[src/rtl/fir_pkg.sv]
// Shared defaults, width helper and state encoding for the FIR MAC sequencer.
package fir_pkg;

    localparam int unsigned NTAPS_DEF = 8;
    localparam int unsigned DW_DEF    = 4;
    localparam int unsigned CW_DEF    = 4;

    // Accumulator wide enough that a full sum of NTAPS products cannot overflow.
    function automatic int unsigned acc_width(input int unsigned ntaps,
                                              input int unsigned dw,
                                              input int unsigned cw);
        return dw + cw + $clog2(ntaps);
    endfunction

    localparam int unsigned ACCW_DEF = acc_width(NTAPS_DEF, DW_DEF, CW_DEF);

    typedef enum logic [1:0] {
        IDLE = 2'd0,
        MAC  = 2'd1,
        DONE = 2'd2
    } state_t;

endpackage

[src/rtl/fir_mac_sequencer_if.sv]
// Sample-in, result-out and coefficient-write signals of the FIR MAC sequencer.
interface fir_mac_sequencer_if
    import fir_pkg::*;
#(
    parameter int unsigned NTAPS = NTAPS_DEF,
    parameter int unsigned DW    = DW_DEF,
    parameter int unsigned CW    = CW_DEF
);
    localparam int unsigned AW   = $clog2(NTAPS);
    localparam int unsigned ACCW = acc_width(NTAPS, DW, CW);

    logic                   in_valid;
    logic                   in_ready;
    logic signed [DW-1:0]   in_data;
    logic                   out_valid;
    logic                   out_ready;
    logic signed [ACCW-1:0] out_data;
    logic                   coef_we;
    logic [AW-1:0]          coef_addr;
    logic signed [CW-1:0]   coef_data;

    modport master (
        output in_valid, in_data, out_ready, coef_we, coef_addr, coef_data,
        input  in_ready, out_valid, out_data
    );

    modport slave (
        input  in_valid, in_data, out_ready, coef_we, coef_addr, coef_data,
        output in_ready, out_valid, out_data
    );

endinterface

[src/rtl/fir_sample_ring.sv]
// NTAPS-deep circular sample history with a write pointer and a random read port.
module fir_sample_ring
    import fir_pkg::*;
#(
    parameter int unsigned NTAPS = NTAPS_DEF,
    parameter int unsigned DW    = DW_DEF
) (
    input  logic                       clk,
    input  logic                       reset,
    input  logic                       we,
    input  logic signed [DW-1:0]       wdata,
    input  logic                       adv,
    output logic [$clog2(NTAPS)-1:0]   wptr,
    input  logic [$clog2(NTAPS)-1:0]   rd_idx,
    output logic signed [DW-1:0]       rd_data
);
    localparam int unsigned AW = $clog2(NTAPS);

    logic signed [DW-1:0] mem [NTAPS];

    // Clearing the entries on reset makes pre-reset history read as zero.
    always_ff @(posedge clk) begin
        if (!reset) begin
            for (int i = 0; i < int'(NTAPS); i++) begin
                mem[i] <= '0;
            end
            wptr <= '0;
        end else begin
            if (we) begin
                mem[wptr] <= wdata;
            end
            if (adv) begin
                wptr <= wptr + AW'(1);
            end
        end
    end

    assign rd_data = mem[rd_idx];

endmodule

[src/rtl/fir_mac_sequencer.sv]
// Time-multiplexed FIR: one external multiply per cycle, NTAPS cycles per output sample.
module fir_mac_sequencer
    import fir_pkg::*;
#(
    parameter int unsigned NTAPS = NTAPS_DEF,
    parameter int unsigned DW    = DW_DEF,
    parameter int unsigned CW    = CW_DEF
) (
    input  logic                    clk,
    input  logic                    reset,
    fir_mac_sequencer_if.slave      bus,
    output logic signed [CW-1:0]    mul_tap,
    output logic signed [DW-1:0]    mul_data,
    input  logic signed [DW+CW-1:0] mul_prod,
    output logic                    busy
);
    localparam int unsigned AW   = $clog2(NTAPS);
    localparam int unsigned ACCW = acc_width(NTAPS, DW, CW);
    localparam logic [AW-1:0] KLAST = AW'(NTAPS - 1);

    state_t                 state, state_nxt;
    logic [AW-1:0]          k, k_nxt;
    logic signed [ACCW-1:0] acc, acc_nxt;
    logic signed [ACCW-1:0] out_data_q, out_data_nxt;
    logic signed [ACCW-1:0] prod_ext;
    logic                   in_ready_q, out_valid_q, busy_q;
    logic                   accept, ring_adv;
    logic [AW-1:0]          wptr, rd_idx;
    logic signed [DW-1:0]   rd_data;
    logic signed [CW-1:0]   coef [NTAPS];
    logic                   pend_we;
    logic [AW-1:0]          pend_addr;
    logic signed [CW-1:0]   pend_data;

    assign accept   = (state == IDLE) && bus.in_valid;
    assign rd_idx   = wptr - k;
    assign prod_ext = ACCW'(mul_prod);

    fir_sample_ring #(
        .NTAPS (NTAPS),
        .DW    (DW)
    ) u_ring (
        .clk     (clk),
        .reset   (reset),
        .we      (accept),
        .wdata   (bus.in_data),
        .adv     (ring_adv),
        .wptr    (wptr),
        .rd_idx  (rd_idx),
        .rd_data (rd_data)
    );

    // Next-state, datapath and multiplier operand decode.
    always_comb begin
        state_nxt    = state;
        k_nxt        = k;
        acc_nxt      = acc;
        out_data_nxt = out_data_q;
        ring_adv     = 1'b0;
        mul_tap      = '0;
        mul_data     = '0;
        unique case (state)
            IDLE: begin
                if (bus.in_valid) begin
                    state_nxt = MAC;
                    k_nxt     = '0;
                    acc_nxt   = '0;
                end
            end
            MAC: begin
                mul_tap  = coef[k];
                mul_data = rd_data;
                acc_nxt  = acc + prod_ext;
                k_nxt    = k + AW'(1);
                if (k == KLAST) begin
                    state_nxt    = DONE;
                    out_data_nxt = acc + prod_ext;
                    ring_adv     = 1'b1;
                end
            end
            DONE: begin
                if (bus.out_ready) begin
                    state_nxt = IDLE;
                end
            end
            default: begin
                state_nxt = IDLE;
            end
        endcase
    end

    always_ff @(posedge clk) begin
        if (!reset) begin
            state       <= IDLE;
            k           <= '0;
            acc         <= '0;
            out_data_q  <= '0;
            in_ready_q  <= 1'b1;
            out_valid_q <= 1'b0;
            busy_q      <= 1'b0;
        end else begin
            state       <= state_nxt;
            k           <= k_nxt;
            acc         <= acc_nxt;
            out_data_q  <= out_data_nxt;
            in_ready_q  <= (state_nxt == IDLE);
            out_valid_q <= (state_nxt == DONE);
            busy_q      <= (state_nxt != IDLE);
        end
    end

    // A write that coincides with sample acceptance is parked until that result is consumed,
    // so the sample in flight still sees the old coefficient set.
    always_ff @(posedge clk) begin
        if (!reset) begin
            for (int i = 0; i < int'(NTAPS); i++) begin
                coef[i] <= '0;
            end
            pend_we   <= 1'b0;
            pend_addr <= '0;
            pend_data <= '0;
        end else if ((state == IDLE) && bus.coef_we) begin
            if (bus.in_valid) begin
                pend_we   <= 1'b1;
                pend_addr <= bus.coef_addr;
                pend_data <= bus.coef_data;
            end else begin
                coef[bus.coef_addr] <= bus.coef_data;
            end
        end else if ((state == DONE) && bus.out_ready && pend_we) begin
            coef[pend_addr] <= pend_data;
            pend_we         <= 1'b0;
        end
    end

    assign bus.in_ready  = in_ready_q;
    assign bus.out_valid = out_valid_q;
    assign bus.out_data  = out_data_q;
    assign busy          = busy_q;

endmodule

[src/flat_wrapper.sv]
// flat-port wrapper written by rule: the top's interface ports become plain ports
module fir_mac_sequencer_flat import fir_pkg::*;
#(
    parameter int unsigned NTAPS = NTAPS_DEF,
    parameter int unsigned DW    = DW_DEF,
    parameter int unsigned CW    = CW_DEF
)
  (clk, reset, mul_tap, mul_data, mul_prod, busy, bus_in_valid, bus_in_data, bus_out_ready, bus_coef_we, bus_coef_addr, bus_coef_data, bus_in_ready, bus_out_valid, bus_out_data);
  fir_mac_sequencer_if #(.NTAPS(NTAPS), .DW(DW), .CW(CW)) bus_i ();
  input  logic clk;
  input  logic reset;
  output logic signed [CW-1:0] mul_tap;
  output logic signed [DW-1:0] mul_data;
  input  logic signed [DW+CW-1:0] mul_prod;
  output logic busy;
  input wire logic [$bits(bus_i.in_valid)-1:0] bus_in_valid;
  input wire logic [$bits(bus_i.in_data)-1:0] bus_in_data;
  input wire logic [$bits(bus_i.out_ready)-1:0] bus_out_ready;
  input wire logic [$bits(bus_i.coef_we)-1:0] bus_coef_we;
  input wire logic [$bits(bus_i.coef_addr)-1:0] bus_coef_addr;
  input wire logic [$bits(bus_i.coef_data)-1:0] bus_coef_data;
  output wire logic [$bits(bus_i.in_ready)-1:0] bus_in_ready;
  output wire logic [$bits(bus_i.out_valid)-1:0] bus_out_valid;
  output wire logic [$bits(bus_i.out_data)-1:0] bus_out_data;
  assign bus_i.in_valid = bus_in_valid;
  assign bus_i.in_data = bus_in_data;
  assign bus_i.out_ready = bus_out_ready;
  assign bus_i.coef_we = bus_coef_we;
  assign bus_i.coef_addr = bus_coef_addr;
  assign bus_i.coef_data = bus_coef_data;
  assign bus_in_ready = bus_i.in_ready;
  assign bus_out_valid = bus_i.out_valid;
  assign bus_out_data = bus_i.out_data;
  fir_mac_sequencer #(.NTAPS(NTAPS), .DW(DW), .CW(CW)) u_core (.clk(clk), .reset(reset), .bus(bus_i), .mul_tap(mul_tap), .mul_data(mul_data), .mul_prod(mul_prod), .busy(busy));
endmodule
[config.mk]
export PLATFORM = sky130hd
export DESIGN_NAME = fir_mac_sequencer_flat
export DESIGN_NICKNAME = d
export VERILOG_FILES = /design/src/rtl/fir_pkg.sv /design/src/rtl/fir_mac_sequencer_if.sv /design/src/rtl/fir_sample_ring.sv /design/src/rtl/fir_mac_sequencer.sv /design/src/flat_wrapper.sv
export SDC_FILE = /design/constraint.sdc
export NUM_CORES = 1
export LEC_CHECK = 0
export BUFFER_PORTS_ARGS = -buffer_cell sky130_fd_sc_hd__buf_2
export CORE_MARGIN = 3
export CORE_UTILIZATION = 54
export DETAILED_ROUTE_END_ITERATION = 16
export HOLD_SLACK_MARGIN = 0.03
export PLACE_DENSITY = 0.74
export SLEW_MARGIN = 20
export SYNTH_ARGS = -nofsm -noshare
export SYNTH_HDL_FRONTEND = slang
export SYNTH_SLANG_ARGS = --single-unit
[constraint.sdc]
create_clock -name clk -period 2 [get_ports clk]
set_input_delay 0.1 -clock clk [delete_from_list [all_inputs] [get_ports clk]]
set_output_delay 0.1 -clock clk [all_outputs]
set_load 0.02 [all_outputs]
==> impl_metrics.json <==
{
  "clk_pin_slew_ns": 0.10,
  "worstMarginPinSlew_ns": 0.558,
  "cp.arrival_ns": 2.29,
  "vias": 3809,
  "drc": 0,
  "core_area_sq_um": 9370,
  "relSlewSlack": 0.624,
  "area_delta_synth_final_pct": 20.6,
  "cpLargestDelayFamily": "adder cells",
  "finalMaxSlewViolations": 0,
  "syn-num-nets": 510,
  "drt_iter0_markers": 230,
  "crit_buf_inv": 3,
  "cp_slowest_cell": "fa_2",
  "grt_pass1_vias": 3910,
  "die_width_microns": 105,
  "final_nets": 595,
  "drt-pass1-iter-count": 5,
  "synth_edf_count": 64,
  "rows": 35,
  "critPathMaxFanout": 8,
  "hp-start": "bus_coef_addr[1]",
  "critPathLaunchType": "flop",
  "drive_above_1_share": 0.282,
  "wirelength_mm": 11.3,
  "path_common_cell": "inv_2",
  "htree_levels": 3,
  "avgSynthCellArea_sq_um": 11.2,
  "ant_nets": 0,
  "dpl.hpwl_mm": 8.15,
  "clock-root-buffer": "clkbuf_8",
  "slowest_delay_ns": 0.65,
  "hold_viol_final": 0,
  "io_buffer_count": 45,
  "wl_met2_mm": 5.49,
  "clock-sinks": 108,
  "clkLatencyLatePin_ns": 0.37,
  "required_ns": 1.90,
  "finClkSkew_ns": 0.0140,
  "crit_start": "u_core.u_ring.wptr[0]",
  "grt.overflow.total": 0,
  "layout_common_cells": "edfxtp_1 (64), nor2_1 (55), nand2_1 (43)",
  "synthArstFlopShare": 0,
  "grt.total_usage": 0.217,
  "instances_no_fill": 689,
  "final_common_cell": "edfxtp_1",
  "finalSetupViolCount": 11,
  "start_util": 0.561,
  "dr_wl_met3_microns": 527,
  "path_class": "reg2out",
  "ys_seq_area_frac": 0.533,
  "die-height_microns": 105,
  "synth-main-ff-cell": "edfxtp_1",
  "clk_path_buf_depth": 2,
  "antenna_found_initial": 0,
  "violations": "setup timing",
  "reg2reg_from": "u_core.acc[0]",
  "ys_ff_latch": 108,
  "cap_violations": 0,
  "power.density_nw_per_um2": 704,
  "cts_tree": "built",
  "min_period_ns": 2.39,
  "ir_worst_vdd_mv": 0.370,
  "routed.top_layer": "met4",
  "cp_cell_sequence": "inv_2, ha_4, inv_2, fa_2, mux4_2, mux2i_2, nor2_2, buf_6",
  "final_util": 0.677,
  "p_leak_nw": 2.51,
  "io_pins": 46,
  "vias_per_cell": 5.53,
  "fmax_mhz": 419,
  "status": "complete, but fails checks",
  "syn_inst": 470,
  "finalCritPeriodShare": 1.19,
  "ys_types": 49,
  "setup_ws_ns": -0.388,
  "wl_per_cell_microns": 16.4,
  "insertedDiodeCount": 0,
  "synth_warnings": 0,
  "die_area_sq_um": 11000,
  "cp-end-kind": "output pin",
  "gp_congestion": 0.887,
  "rsz0062_at_grt": "yes",
  "grt_pass1_wl_mm": 19.1,
  "met1_length_mm": 5.02,
  "min_path_type": "in2reg",
  "grt_max_degree": 30,
  "netlist_area_sq_um": 5260,
  "numCtsBuffers": 9,
  "placedCellCount": 660
}
final cells by class:
type / count / area [sq um]
clock buffers: 9 / 124
clock inverters: 7 / 72.6
fillers: 706 / 3030
inverters: 10 / 37.5
multi-input cells: 329 / 2460
flip-flops and latches: 108 / 2810
well taps: 129 / 161
repair buffers: 97 / 682
cell families after synthesis:
logic type / share of synthesized area
xor+xnor: 0.0150
flops: 0.533
buf+inv: 0.0243
compound gates: 0.0935
simple gates: 0.191
mux: 0.103
fa+ha+maj: 0.0409
through the flow:
stage	instance area, sq um	TNS (ns)	hold WS, ns	setup WS, ns	power [mW]
after detailed placement	5870	-0.933	0.392	-0.176	3.11
final	6340	-1.86	0.0760	-0.388	4.46
after floorplan	5270	-0.00241	0.269	-0.00241	2.91
after CTS	6260	-1.99	0.0519	-0.447	4.45
after global routing	6340	-2.83	0.0741	-0.508	4.64
after global placement	5870	-0.542	0.375	-0.114	3.09
worst reg2reg max path: stages, from the launching register on:
cell and delay (ns):
dfxtp_2 0.35, ha_4 0.16, fa_2 0.35, a211o_1 0.34, buf_6 0.15, a21oi_4 0.13
o21ba_4 0.18, o21a_1 0.19, nand4_1 0.11, o221ai_1 0.09
per-layer routing:
layer,GRT usage,vias up
met5,0,-
met4,0.0797,0
met3,0.0408,25
met2,0.360,100
met1,0.285,1824
li1,-,1860
power by group:
part / leakage, nW / switching, mW / internal (mW)
clock network: 0.0922 / 0.740 / 0.583
logic: 1.39 / 0.345 / 0.319
registers: 1.02 / 0.0447 / 2.43
synthesized netlist by cell type, types with 2 or more instances:
cell type / number / area (sq um)
edfxtp_1: 64 / 1920
nor2_1: 60 / 225
dfxtp_1: 44 / 881
nand2_1: 43 / 161
and2_1: 35 / 219
nor2b_1: 21 / 131
clkbuf_1: 18 / 67.6
mux2i_1: 18 / 180
mux4_2: 16 / 360
ha_1: 14 / 175
a22oi_1: 11 / 82.6
nand3_1: 11 / 55.1
inv_1: 10 / 37.5
o21ai_0: 9 / 45.0
xnor2_1: 8 / 70.1
a21oi_1: 7 / 35.0
o21a_1: 7 / 52.6
a21boi_0: 6 / 45.0
nand4_1: 6 / 37.5
nand2b_1: 5 / 31.3
nor3_1: 5 / 25.0
a21o_1: 4 / 30.0
and3_1: 4 / 25.0
o211ai_1: 4 / 30.0
o221ai_1: 4 / 35.0
a31oi_1: 3 / 18.8
buf_2: 3 / 15.0
nand4b_1: 3 / 26.3
or2_2: 3 / 18.8
a211o_1: 2 / 17.5
buf_1: 2 / 7.51
fa_1: 2 / 40.0
o211a_1: 2 / 20.0
path summary, 6_finish.rpt:
| kind | to | slack [ns] | depth (start not counted) |
|---|---|---|---|
| worst min register to register | u_core.bus.out_data[0] | 0.47 | 2 |
| worst max-delay path | mul_data[3] | -0.39 | 8 |
| worst min-delay path | u_core.pend_addr[1] | 0.08 | 3 |
| worst max register to register | u_core.acc[8] | -0.12 | 9 |
what timing repair did:
action / in CTS / in global routing
gates resized for setup: 27 / 16
endpoints found under the setup margin: 10 / 42
buffers inserted: 7 / 3
endpoints found under the hold margin: 4 / 0
pin swaps: 17 / 19
hold buffers: 4 / 0
registers in the layout (all words and copies together) (netlist names), named ones only:
name,flops
u_core.k,3
u_core.pend_addr,3
u_core.coef,32
u_core.pend_data,4
u_core.u_ring.wptr,3
u_core.bus.in_ready,1
u_core.bus.out_data,11
u_core.state,2
u_core.bus.out_valid,1
u_core.busy,1
u_core.pend_we,1
u_core.acc,11
u_core.u_ring.mem,32
Power figures use the tool's default switching activity.
